===== src/rtl/ethernet_system_desc_pkg.sv =====
// Shared widths, requester ids and grant-state layout for the SGDMA descriptor RAM arbiter.
package ethernet_system_desc_pkg;

  localparam int ADDR_W = 11;
  localparam int DATA_W = 32;
  localparam int BE_W   = DATA_W / 8;

  typedef enum logic {
    REQ_TX = 1'b0,
    REQ_RX = 1'b1
  } req_id_e;

  typedef struct packed {
    req_id_e last_grant;
    logic    lock_valid;
    req_id_e lock_owner;
  } grant_state_t;

endpackage


===== src/rtl/ethernet_system_rr_grant.sv =====
// Two-way round-robin grant with an owner lock; at most one requester wins per cycle.
module ethernet_system_rr_grant
  import ethernet_system_desc_pkg::*;
(
  input  logic       clk,
  input  logic       reset,
  input  logic [1:0] active,
  input  logic [1:0] lock,
  output logic [1:0] grant,
  output req_id_e    grant_id
);

  grant_state_t state_q, state_d;
  logic         any_grant;
  logic         sel_lock;

  // A held lock excludes the other requester even when the owner is idle.
  always_comb begin
    grant = 2'b00;
    if (state_q.lock_valid) begin
      if (state_q.lock_owner == REQ_TX) grant[0] = active[0];
      else                              grant[1] = active[1];
    end else if (active == 2'b11) begin
      grant = (state_q.last_grant == REQ_TX) ? 2'b10 : 2'b01;
    end else begin
      grant = active;
    end
    if (reset) grant = 2'b00;
  end

  assign grant_id  = grant[1] ? REQ_RX : REQ_TX;
  assign any_grant = |grant;
  assign sel_lock  = grant[1] ? lock[1] : lock[0];

  always_comb begin
    state_d = state_q;
    if (any_grant) begin
      state_d.last_grant = grant_id;
      if (sel_lock) begin
        state_d.lock_valid = 1'b1;
        state_d.lock_owner = grant_id;
      end else begin
        state_d.lock_valid = 1'b0;
      end
    end
  end

  always_ff @(posedge clk or posedge reset) begin
    if (reset) begin
      state_q <= '{last_grant: REQ_RX, lock_valid: 1'b0, lock_owner: REQ_TX};
    end else begin
      state_q <= state_d;
    end
  end

endmodule


===== src/rtl/ethernet_system_descriptor_arbiter.sv =====
// Shares one descriptor RAM port between the TX (m0) and RX (m1) chain engines,
// muxing the granted request onto the RAM and steering the one-cycle read return.
module ethernet_system_descriptor_arbiter
  import ethernet_system_desc_pkg::*;
(
  input  logic              clk,
  input  logic              reset,
  input  logic [ADDR_W-1:0] m0_address,
  input  logic              m0_read,
  input  logic              m0_write,
  input  logic [DATA_W-1:0] m0_writedata,
  input  logic [BE_W-1:0]   m0_byteenable,
  input  logic              m0_lock,
  output logic              m0_waitrequest,
  output logic [DATA_W-1:0] m0_readdata,
  output logic              m0_readdatavalid,
  input  logic [ADDR_W-1:0] m1_address,
  input  logic              m1_read,
  input  logic              m1_write,
  input  logic [DATA_W-1:0] m1_writedata,
  input  logic [BE_W-1:0]   m1_byteenable,
  input  logic              m1_lock,
  output logic              m1_waitrequest,
  output logic [DATA_W-1:0] m1_readdata,
  output logic              m1_readdatavalid,
  output logic [ADDR_W-1:0] mem_address,
  output logic              mem_chipselect,
  output logic              mem_write,
  output logic [DATA_W-1:0] mem_writedata,
  output logic [BE_W-1:0]   mem_byteenable,
  input  logic [DATA_W-1:0] mem_readdata
);

  logic [1:0]        active;
  logic [1:0]        grant;
  req_id_e           grant_id;
  logic              any_grant;
  logic [ADDR_W-1:0] sel_address;
  logic [DATA_W-1:0] sel_writedata;
  logic [BE_W-1:0]   sel_byteenable;
  logic              sel_write;
  logic [ADDR_W-1:0] addr_q, addr_d;
  logic [DATA_W-1:0] wdata_q, wdata_d;
  logic [BE_W-1:0]   be_q, be_d;
  logic              rd_valid_q, rd_valid_d;
  req_id_e           rd_id_q, rd_id_d;

  assign active = {m1_read | m1_write, m0_read | m0_write};

  ethernet_system_rr_grant u_grant (
    .clk      (clk),
    .reset    (reset),
    .active   (active),
    .lock     ({m1_lock, m0_lock}),
    .grant    (grant),
    .grant_id (grant_id)
  );

  assign any_grant = |grant;

  always_comb begin
    sel_address    = m0_address;
    sel_writedata  = m0_writedata;
    sel_byteenable = m0_byteenable;
    sel_write      = m0_write;
    if (grant[1]) begin
      sel_address    = m1_address;
      sel_writedata  = m1_writedata;
      sel_byteenable = m1_byteenable;
      sel_write      = m1_write;
    end
  end

  // Idle cycles replay the last granted address/data so the RAM pins stay quiet.
  always_comb begin
    addr_d     = addr_q;
    wdata_d    = wdata_q;
    be_d       = be_q;
    rd_valid_d = any_grant & ~sel_write;
    rd_id_d    = grant_id;
    if (any_grant) begin
      addr_d  = sel_address;
      wdata_d = sel_writedata;
      be_d    = sel_byteenable;
    end
  end

  always_ff @(posedge clk or posedge reset) begin
    if (reset) begin
      addr_q     <= '0;
      wdata_q    <= '0;
      be_q       <= '0;
      rd_valid_q <= 1'b0;
      rd_id_q    <= REQ_TX;
    end else begin
      addr_q     <= addr_d;
      wdata_q    <= wdata_d;
      be_q       <= be_d;
      rd_valid_q <= rd_valid_d;
      rd_id_q    <= rd_id_d;
    end
  end

  assign mem_chipselect = any_grant;
  assign mem_write      = any_grant & sel_write;
  assign mem_address    = addr_d;
  assign mem_writedata  = wdata_d;
  assign mem_byteenable = be_d;

  assign m0_waitrequest = reset | (active[0] & ~grant[0]);
  assign m1_waitrequest = reset | (active[1] & ~grant[1]);

  assign m0_readdata      = mem_readdata;
  assign m1_readdata      = mem_readdata;
  assign m0_readdatavalid = rd_valid_q & (rd_id_q == REQ_TX);
  assign m1_readdatavalid = rd_valid_q & (rd_id_q == REQ_RX);

endmodule


===== config.mk =====
export PLATFORM = sky130hd
export DESIGN_NAME = ethernet_system_descriptor_arbiter
export DESIGN_NICKNAME = d
export VERILOG_FILES = /design/src/rtl/ethernet_system_desc_pkg.sv /design/src/rtl/ethernet_system_rr_grant.sv /design/src/rtl/ethernet_system_descriptor_arbiter.sv
export SDC_FILE = /design/constraint.sdc
export NUM_CORES = 1
export LEC_CHECK = 0
export BUFFER_PORTS_ARGS = -buffer_cell sky130_fd_sc_hd__buf_4
export CAP_MARGIN = 20
export CORE_MARGIN = 1
export CORE_UTILIZATION = 30
export CTS_BUF_LIST = sky130_fd_sc_hd__clkbuf_4 sky130_fd_sc_hd__clkbuf_8
export DETAILED_ROUTE_END_ITERATION = 8
export MAX_ROUTING_LAYER = met4
export PLACE_DENSITY = 0.64
export SYNTH_ARGS = -nofsm -noshare
export SYNTH_HDL_FRONTEND = slang
export SYNTH_SLANG_ARGS = --single-unit

===== constraint.sdc =====
create_clock -name clk -period 4.39 [get_ports clk]
set_input_delay 0.2195 -clock clk [delete_from_list [all_inputs] [get_ports clk]]
set_output_delay 0.2195 -clock clk [all_outputs]
set_load 0.01 [all_outputs]

Word-level counts from Yosys, hierarchy flattened --
Index checks and enable logic that the tools add are counted.
Storage, ports and cells: flip-flop bits (word level) 52, latch bits 0, RAM bits 0, ROM bits 0, bits of input ports 134, word-level logic and storage cells 41, memories kept 0
Operators by class: add/subtract/negate cells 0, $mul 0, divide/modulo/power cells 0, $lt $le $gt $ge 0, equality and inequality tests 1, shift operators 0, multiplexer cells 16, bitwise logic cells 14, reduce and logical (&&, ||, !) cells 2
Operators by type and width (count):
- $mux 32 | 2
- $mux 11 | 2
- $mux 2 | 4
- $mux 4 | 2
- $and 1x1->1 | 6
- $mux 1 | 6
- $not 1->1 | 4
- $or 1x1->1 | 4
- $eq 2x2->1 const B | 1
- $reduce_and 2->1 | 1
- $reduce_or 2->1 | 1

Depth between registers and ports, before layout --
Gate-level depths: netlist of the first run.
word-level depth 8, gate-level depth with buffers 6, depth with buffers taken out 4

Cells and area by module --
A second synthesis of the first run with hierarchy kept.
Unflattened totals: cells, all modules 307, area total of the unflattened synthesis 3057.9 um^2
By module, submodules not included:
- ethernet_system_descriptor_arbiter | times used 1, cells an instance 286, area an instance 2841.5 um^2, sequential area each 1226.2 um^2
- ethernet_system_rr_grant | times used 1, cells an instance 21, area an instance 216.5 um^2, sequential area each 76.3 um^2

Worst setup path after synthesis of the first run --
No wires, ideal clock.
path kind input to output, from input reset, to output mem_address[10], arrival 2.355 ns, data required time 4.171 ns, setup slack 1.816 ns, stages on the path 4, buffers on the path 1, path through inv_1 > nand4_2 > buf_4 > o21ai_0
Between the ends: word-level cells in the longest chain between the ends 3, elaborated cells between the ends (all ways) 4, classes of those cells 3 x mux; 1 x reduce/logical
Ends and longest elaborated chain:
- start, declared | RTL line ethernet_system_descriptor_arbiter.sv:7 | input logic reset,
- $mux 2 * | RTL line ethernet_system_rr_grant.sv:28 | if (reset) grant = 2'b00;
- $mux 11 / $reduce_or 2->1 (equally long branches) | RTL line ethernet_system_descriptor_arbiter.sv:66, ethernet_system_descriptor_arbiter.sv:59
- $mux 11 * | RTL line ethernet_system_descriptor_arbiter.sv:81 | if (any_grant) begin
- end, declared | RTL line ethernet_system_descriptor_arbiter.sv:26 | output logic [ADDR_W-1:0] mem_address,
Every way passes the cells marked *; elsewhere a longest branch is shown, timed or not.

Worst setup path after layout of the first run --
from register u_grant.state_q[1] in the netlist's numbering, to output mem_address[10]
Between the ends: word-level cells in the longest chain between the ends 4, elaborated cells between the ends (all ways) 5, classes of those cells 4 x mux; 1 x reduce/logical
Ends and longest elaborated chain:
- start, declared | RTL line ethernet_system_rr_grant.sv:13 | grant_state_t state_q, state_d;
- start signal, assigned | RTL line ethernet_system_rr_grant.sv:50 | state_q <= '{last_grant: REQ_RX, lock_valid: 1'b0, lock_owner: REQ_TX};
- start signal, assigned | RTL line ethernet_system_rr_grant.sv:52 | state_q <= state_d;
- $mux 2 * | RTL line ethernet_system_rr_grant.sv:20 | if (state_q.lock_valid) begin
- $mux 2 * | RTL line ethernet_system_rr_grant.sv:28
- $mux 11 / $reduce_or 2->1 (equally long branches) | RTL line ethernet_system_descriptor_arbiter.sv:66, ethernet_system_descriptor_arbiter.sv:59
- $mux 11 * | RTL line ethernet_system_descriptor_arbiter.sv:81
Marked as above.

==> results.toml, run 1 <==
[setup_path]
rrSetupSlack_ns = 2.03
r2r_start = "u_grant.state_q[1]"
crit_family = "compound AO/OA/AOI/OAI gates"
cp.required_ns = 4.17
r2r-end = "addr_q[10]"
cpPeakStageDelay_ns = 0.89
path_cells = "nor2b_1 -> a2111oi_4 -> buf_4 -> mux2i_1 -> o21ai_0 -> buf_4"
crit_arrival_ns = 2.70
crit_fanout = 12
ff2ff_path_depth = 5
crit_type = "flip-flop to primary output"
crit_path_end_kind = "primary output"
path_common_cell = "buf_4"
start_kind = "flip-flop"
crit_slowest_cell = "a2111oi_4"
cp.buffers_inverters = 2
cp.depth = 6

[power]
p_leak_nw = 1.872
vdd_drop_max_uv = 209.1
cellPowerDensity_mw_per_mm2 = 429.8
totalPowerFinal_mw = 1.678

[sta]
timing.final.ws_setup_ns = 1.473
tightest_slew_ns = 1.036
rsz0062_at_grt = "no"
fmax_mhz = 342.8
fin_worst_skew_ns = 0.01267
finalHoldViolations = 0
whs_ns = 0.1760
slew_violations = 0
layout_min_cycle_time_ns = 2.917
min_period_over_period_pct = 66.45
setup_viol = 0
slew_headroom_pct = 30.91
fin_setup_tns_ns = 0

[grt]
grt_pass1_vias = 2168
grt_pass1_wl_um = 10240
antenna_found_initial = 0
grt_usage_pct = 13.05
grt-ovfl-total = 0
grt_max_degree = 58

[run_status]
outcome = "finished clean"

[die]
die_h_um = 102.0
num_rows = 36
die_x_um = 102.0
pin_count = 251
start_util_pct = 30.83
core-area_mm2 = 0.009729
die_area_mm2 = 0.01040

[routing]
drt_iter0_drc = 38
wl_per_cell_um = 13.06
viasPerCell = 4.357
final_antenna_net_count = 0
num_vias = 2283
firstDrtPassIters = 4
drc = 0
wirelength_um = 6843

[final_layout]
post-route-util_pct = 40.14
final_cell_area_mm2 = 0.003905
instances_no_fill = 524
final_nets = 524
syn_to_final_growth_pct = 30.20
drive_above_1_share_pct = 44.25
antenna_cells = 0
fillers = 990

[worst_hold_path]
hold_end = "u_grant.state_q[0]"
hold_class = "primary input to flip-flop"
min_from = "m1_lock"
min_path_cells = 3

[clock_network]
cts.hold.buffers_added = 0
post-cts-setup-buffers = 0
root_buffer = "clkbuf_8"
ctsResizeCount = 0
insertion_delay_ns = 0.30
clk_path_buf_depth = 2
path_clk_slew_ns = 0.10
tritoncts = "done"
cts_buffers = 5
ctsHtreeMaxLevel = 2
clock-sinks = 52

[logic_synthesis]
syn_avg_cell_area_um2 = 9.898
netlist_area_mm2 = 0.002999
yosysSeqAreaShare_pct = 43.43
synth_top_area_cell = "dfrtp_1"
synth_ff_type = "dfrtp_1"
ys_seq_elements = 52
synth_edf_count = 0
yosys.cell_count.top_type = "buf_4"
synth-async-reset-ratio_pct = 100.0
netlist_instances = 303
yosys-top-cells-area = "dfrtp_1, buf_4, mux2i_1, o21ai_1, nand2_1"
synth_common_cells = "buf_4, dfrtp_1, nand2_1, mux2i_1, o21ai_1"
syn_nets = 437
synth_cell_type_count = 27
synth_top_area_share_pct = 42.55
ys_warn_count = 0

[placement]
dp_cells = 516
pre_cts_slack_ns = 1.730
post-dp-hpwl_um = 5160
place_congestion = 0.7565
placed_cell_area_mm2 = 0.003784
port_buffers = 154

[flow_run]
drv_cap = 0
[sequential cells by signal, indices dropped and copies added, names as in the netlist]
name             count
be_q                 4
rd_valid_q           1
wdata_q             32
rd_id_q              1
u_grant.state_q      3
addr_q              11
[worst max-delay path by stage]
stage | startpoint | to
6_report | u_grant.state_q[1] | mem_address[10]
5_1_grt | u_grant.state_q[1] | mem_address[10]
4_1_cts | u_grant.state_q[1] | mem_address[10]
3_5_place_dp | m0_write | mem_address[10]
3_3_place_gp | m0_write | mem_writedata[9]
2_1_floorplan | reset | mem_address[10]
[cell type report]
cell class              count  area, µm²  area share (%)
multi-input cells         169       1094           28.00
repair buffers            160       1214           31.08
clock inverters             2      38.79          0.9933
inverters                   2      7.507          0.1922
well taps                 133      166.4           4.261
flip-flops and latches     52       1303           33.35
clock buffers               6      82.58           2.115
[cell usage in the layout (no fill, tap or decap)]
cell	instances
or2_4	1
nor3_1	1
a2111oi_4	1
or4_1	1
or4b_1	1
buf_12	1
nor2_1	4
buf_4	159
nor3b_1	1
inv_1	1
inv_2	1
o21ai_1	46
or4bb_1	1
and2_1	2
bufinv_16	1
a41oi_1	1
o21ai_0	3
nand4_4	1
clkbuf_8	6
nand2_1	51
o31ai_1	1
dfstp_2	1
a21oi_1	1
mux2i_1	49
nor2b_1	3
dfrtp_1	51
clkinv_4	1
[where the power goes]
part / total (mW) / leakage (nW) / switching, mW / internal, mW
Sequential: 0.647 / 0.636 / 0.0416 / 0.606
Combinational: 0.685 / 1.18 / 0.339 / 0.346
Clock: 0.346 / 0.0614 / 0.160 / 0.187
Total: 1.68 / 1.87 / 0.540 / 1.14
[tightest hold or removal path, delay by kind of cell]
kind	cells	cell delay, ns
and+or+nand+nor	1	0.07
buffers and inverters	1	0.09
AOI/OAI and AO/OA	1	0.06
[kinds of logic (layout without fill, tap and decap cells)]
group / count (synthesis) / after routing / share of synthesized area [%]
flip-flops: 52 / 52 / 43.43
AO/OA/AOI/OAI: 53 / 53 / 9.804
multiplexers: 49 / 49 / 16.35
AND/OR/NAND/NOR: 67 / 67 / 10.01
buffers and inverters: 82 / 170 / 20.40
[metal layers]
layer	up-vias	wire [µm]	global-route usage, %
li1	1134	-	-
met1	1000	2682	14.17
met2	114	3306	21.94
met3	35	592	3.283
met4	0	262	6.923
met5	-	0	-
Power figures use the tool's default switching activity.
==> run 2: changes to the inputs <==
--- a/config.mk
+++ b/config.mk
@@ -12,7 +12,7 @@
 export CTS_BUF_LIST = sky130_fd_sc_hd__clkbuf_4 sky130_fd_sc_hd__clkbuf_8
 export DETAILED_ROUTE_END_ITERATION = 8
 export MAX_ROUTING_LAYER = met4
-export PLACE_DENSITY = 0.64
+export PLACE_DENSITY = 0.67
 export SYNTH_ARGS = -nofsm -noshare
 export SYNTH_HDL_FRONTEND = slang
 export SYNTH_SLANG_ARGS = --single-unit
==> constraint.sdc (replaced) <==
create_clock -name clk -period 2.39 [get_ports clk]
set_input_delay 0.1195 -clock clk [delete_from_list [all_inputs] [get_ports clk]]
set_output_delay 0.1195 -clock clk [all_outputs]
set_load 0.01 [all_outputs]
==> results.toml, run 2 (synthesized netlist as in run 1, its figures left out) <==
[final_layout]
drive_above_1_share_pct = 44.64
final_common_cell = "buf_4"
final_cell_area_mm2 = 0.003956
instances_no_fill = 525
reg.largest.list = "wdata_q x32, addr_q x11, be_q x4"
final_nets = 526
largest-register = "wdata_q"
syn_to_final_growth_pct = 31.91
antenna_cells = 0
largest_reg_flops = 32
final_cell_mix = "buf_4, nand2_1, dfrtp_1"

[clock_network]
cts.hold.buffers_added = 0
clock-sinks = 52
ctsHtreeMaxLevel = 2
root_buffer = "clkbuf_8"
cts_buffers = 5
clk_path_buf_depth = 2
path_clk_slew_ns = 0.09
insertion_delay_ns = 0.29
tritoncts = "done"

[grt]
grt_use_met3_pct = 2.873
use_met1_pct = 13.00
antenna_found_initial = 0
busiest_layer = "met2"
grt_pass1_wl_um = 9949
grt_usage_pct = 12.53
grt_pass1_vias = 2260
grt-ovfl-total = 0
gr-usage-met2_pct = 23.08
grt_max_degree = 56

[routing]
viasPerCell = 4.368
wirelength_um = 7135
wl_per_cell_um = 13.59
firstDrtPassIters = 4
final_antenna_net_count = 0
drc = 0
drt_iter0_drc = 56
num_vias = 2293

[setup_path]
crit_arrival_ns = 2.14
crit_path_end_kind = "primary output"
crit_type = "flip-flop to primary output"
crit_fanout = 26
cp.required_ns = 2.27
start_kind = "flip-flop"

[power]
p_leak_nw = 1.890
seqPwrFrac_pct = 39.2
cellPowerDensity_mw_per_mm2 = 772.5
clkPwrFrac_pct = 17.2
vdd_drop_max_uv = 252.7
cellInternalPower_mw = 2.052
combPwrFrac_pct = 43.7
power_switching_mw = 1.004
p_sw_share_pct = 32.85
totalPowerFinal_mw = 3.056

[die]
pin_count = 251
num_rows = 36
die_h_um = 102.0
start_util_pct = 30.83
die_x_um = 102.0
die_area_mm2 = 0.01040
core-area_mm2 = 0.009729

[placement]
place_congestion = 0.7270
post-dp-hpwl_um = 4929
port_buffers = 154
placed_cell_area_mm2 = 0.003797
dp_cells = 514

[sta]
slew_violations = 0
rsz0062_at_grt = "no"
layout_min_cycle_time_ns = 2.265
fin_worst_skew_ns = 0.005952
slew_headroom_pct = 53.21
min_period_over_period_pct = 94.75
tightest_slew_ns = 0.7018
finalHoldViolations = 0
setup_viol = 0
fin_setup_tns_ns = 0
fmax_mhz = 441.6

[worst_hold_path]
hold_class = "primary input to async pin"

[run_status]
outcome = "finished clean"

[flow_run]
drv_cap = 0
run 2: cell count changes in the layout (fill, tap and decap cells not counted):
| cell | previous run | this run |
|---|---|---|
| inv_2 | 1 | 0 |
| buf_12 | 1 | 3 |
| clkinv_4 | 1 | 0 |
| buf_8 | 0 | 1 |
| nor2b_4 | 0 | 1 |
| buf_4 | 159 | 157 |
| clkbuf_16 | 0 | 1 |
| clkbuf_8 | 6 | 7 |
| bufinv_16 | 1 | 0 |
| nor2b_1 | 3 | 2 |
| clkinvlp_4 | 0 | 1 |
run 2: worst paths after layout:
path	start	to	slack (ns)	depth (start not counted)
max	u_grant.state_q[1]	mem_writedata[5]	0.13	7
min	reset	rd_valid_q	0.07	3
max reg2reg	u_grant.state_q[1]	rd_valid_q	0.56	6
min reg2reg	wdata_q[28]	wdata_q[28]	0.50	2
max in group asynchronous	reset	addr_q[3]	1.81	3
min in group clk	m1_lock	u_grant.state_q[0]	0.08	3
run 2: layout make-up:
type / instances / area (µm²)
Fill cell: 964 / 5773
Sequential cell: 52 / 1303
Timing Repair Buffer: 162 / 1279
Multi-Input combinational cell: 169 / 1101
Tap cell: 133 / 166.4
Clock buffer: 7 / 96.34
Inverter: 2 / 11.26
run 2: metal layers:
layer  wire length, µm  vias to the layer above
met5                 0                        -
met4               164                        0
met3               571                       22
met2              3624                      120
met1              2774                     1023
li1                  -                     1128
run 2: worst max-delay path: stages (launching register included):
cell and delay [ns]:
dfrtp_1 0.45, nor2b_4 0.17, a2111oi_4 0.33, buf_4 0.20, buf_12 0.22, mux2i_1 0.23, o21ai_1 0.09, buf_4 0.15
run 2: metrics by stage:
step | utilization, % | setup WS [ns] | hold WS [ns]
after floorplan | - | 0.4854 | 0.1931
after global placement | 39.03 | 0.4307 | 0.2391
after detailed placement | 39.03 | 0.4115 | 0.2391
after CTS | 40.02 | 0.06425 | 0.06586
after global routing | 40.66 | 0.002793 | 0.09852
final | 40.66 | 0.1255 | 0.07304
run 2: repair_timing:
action | CTS | global route
gates resized for setup | 0 | 7
endpoints found under the setup margin | 0 | 27
setup buffers | 0 | 2
run 2: power groups by stage:
| stage | Clock (mW) | Sequential (mW) | Combinational [mW] |
|---|---|---|---|
| finish | 0.525 | 1.20 | 1.33 |
| detailed placement | 0 | 1.21 | 1.28 |
| global route | 0.609 | 1.22 | 1.46 |
| CTS | 0.569 | 1.19 | 1.28 |
| global placement | 0 | 1.20 | 1.26 |
| floorplan | 0 | 1.19 | 0.840 |
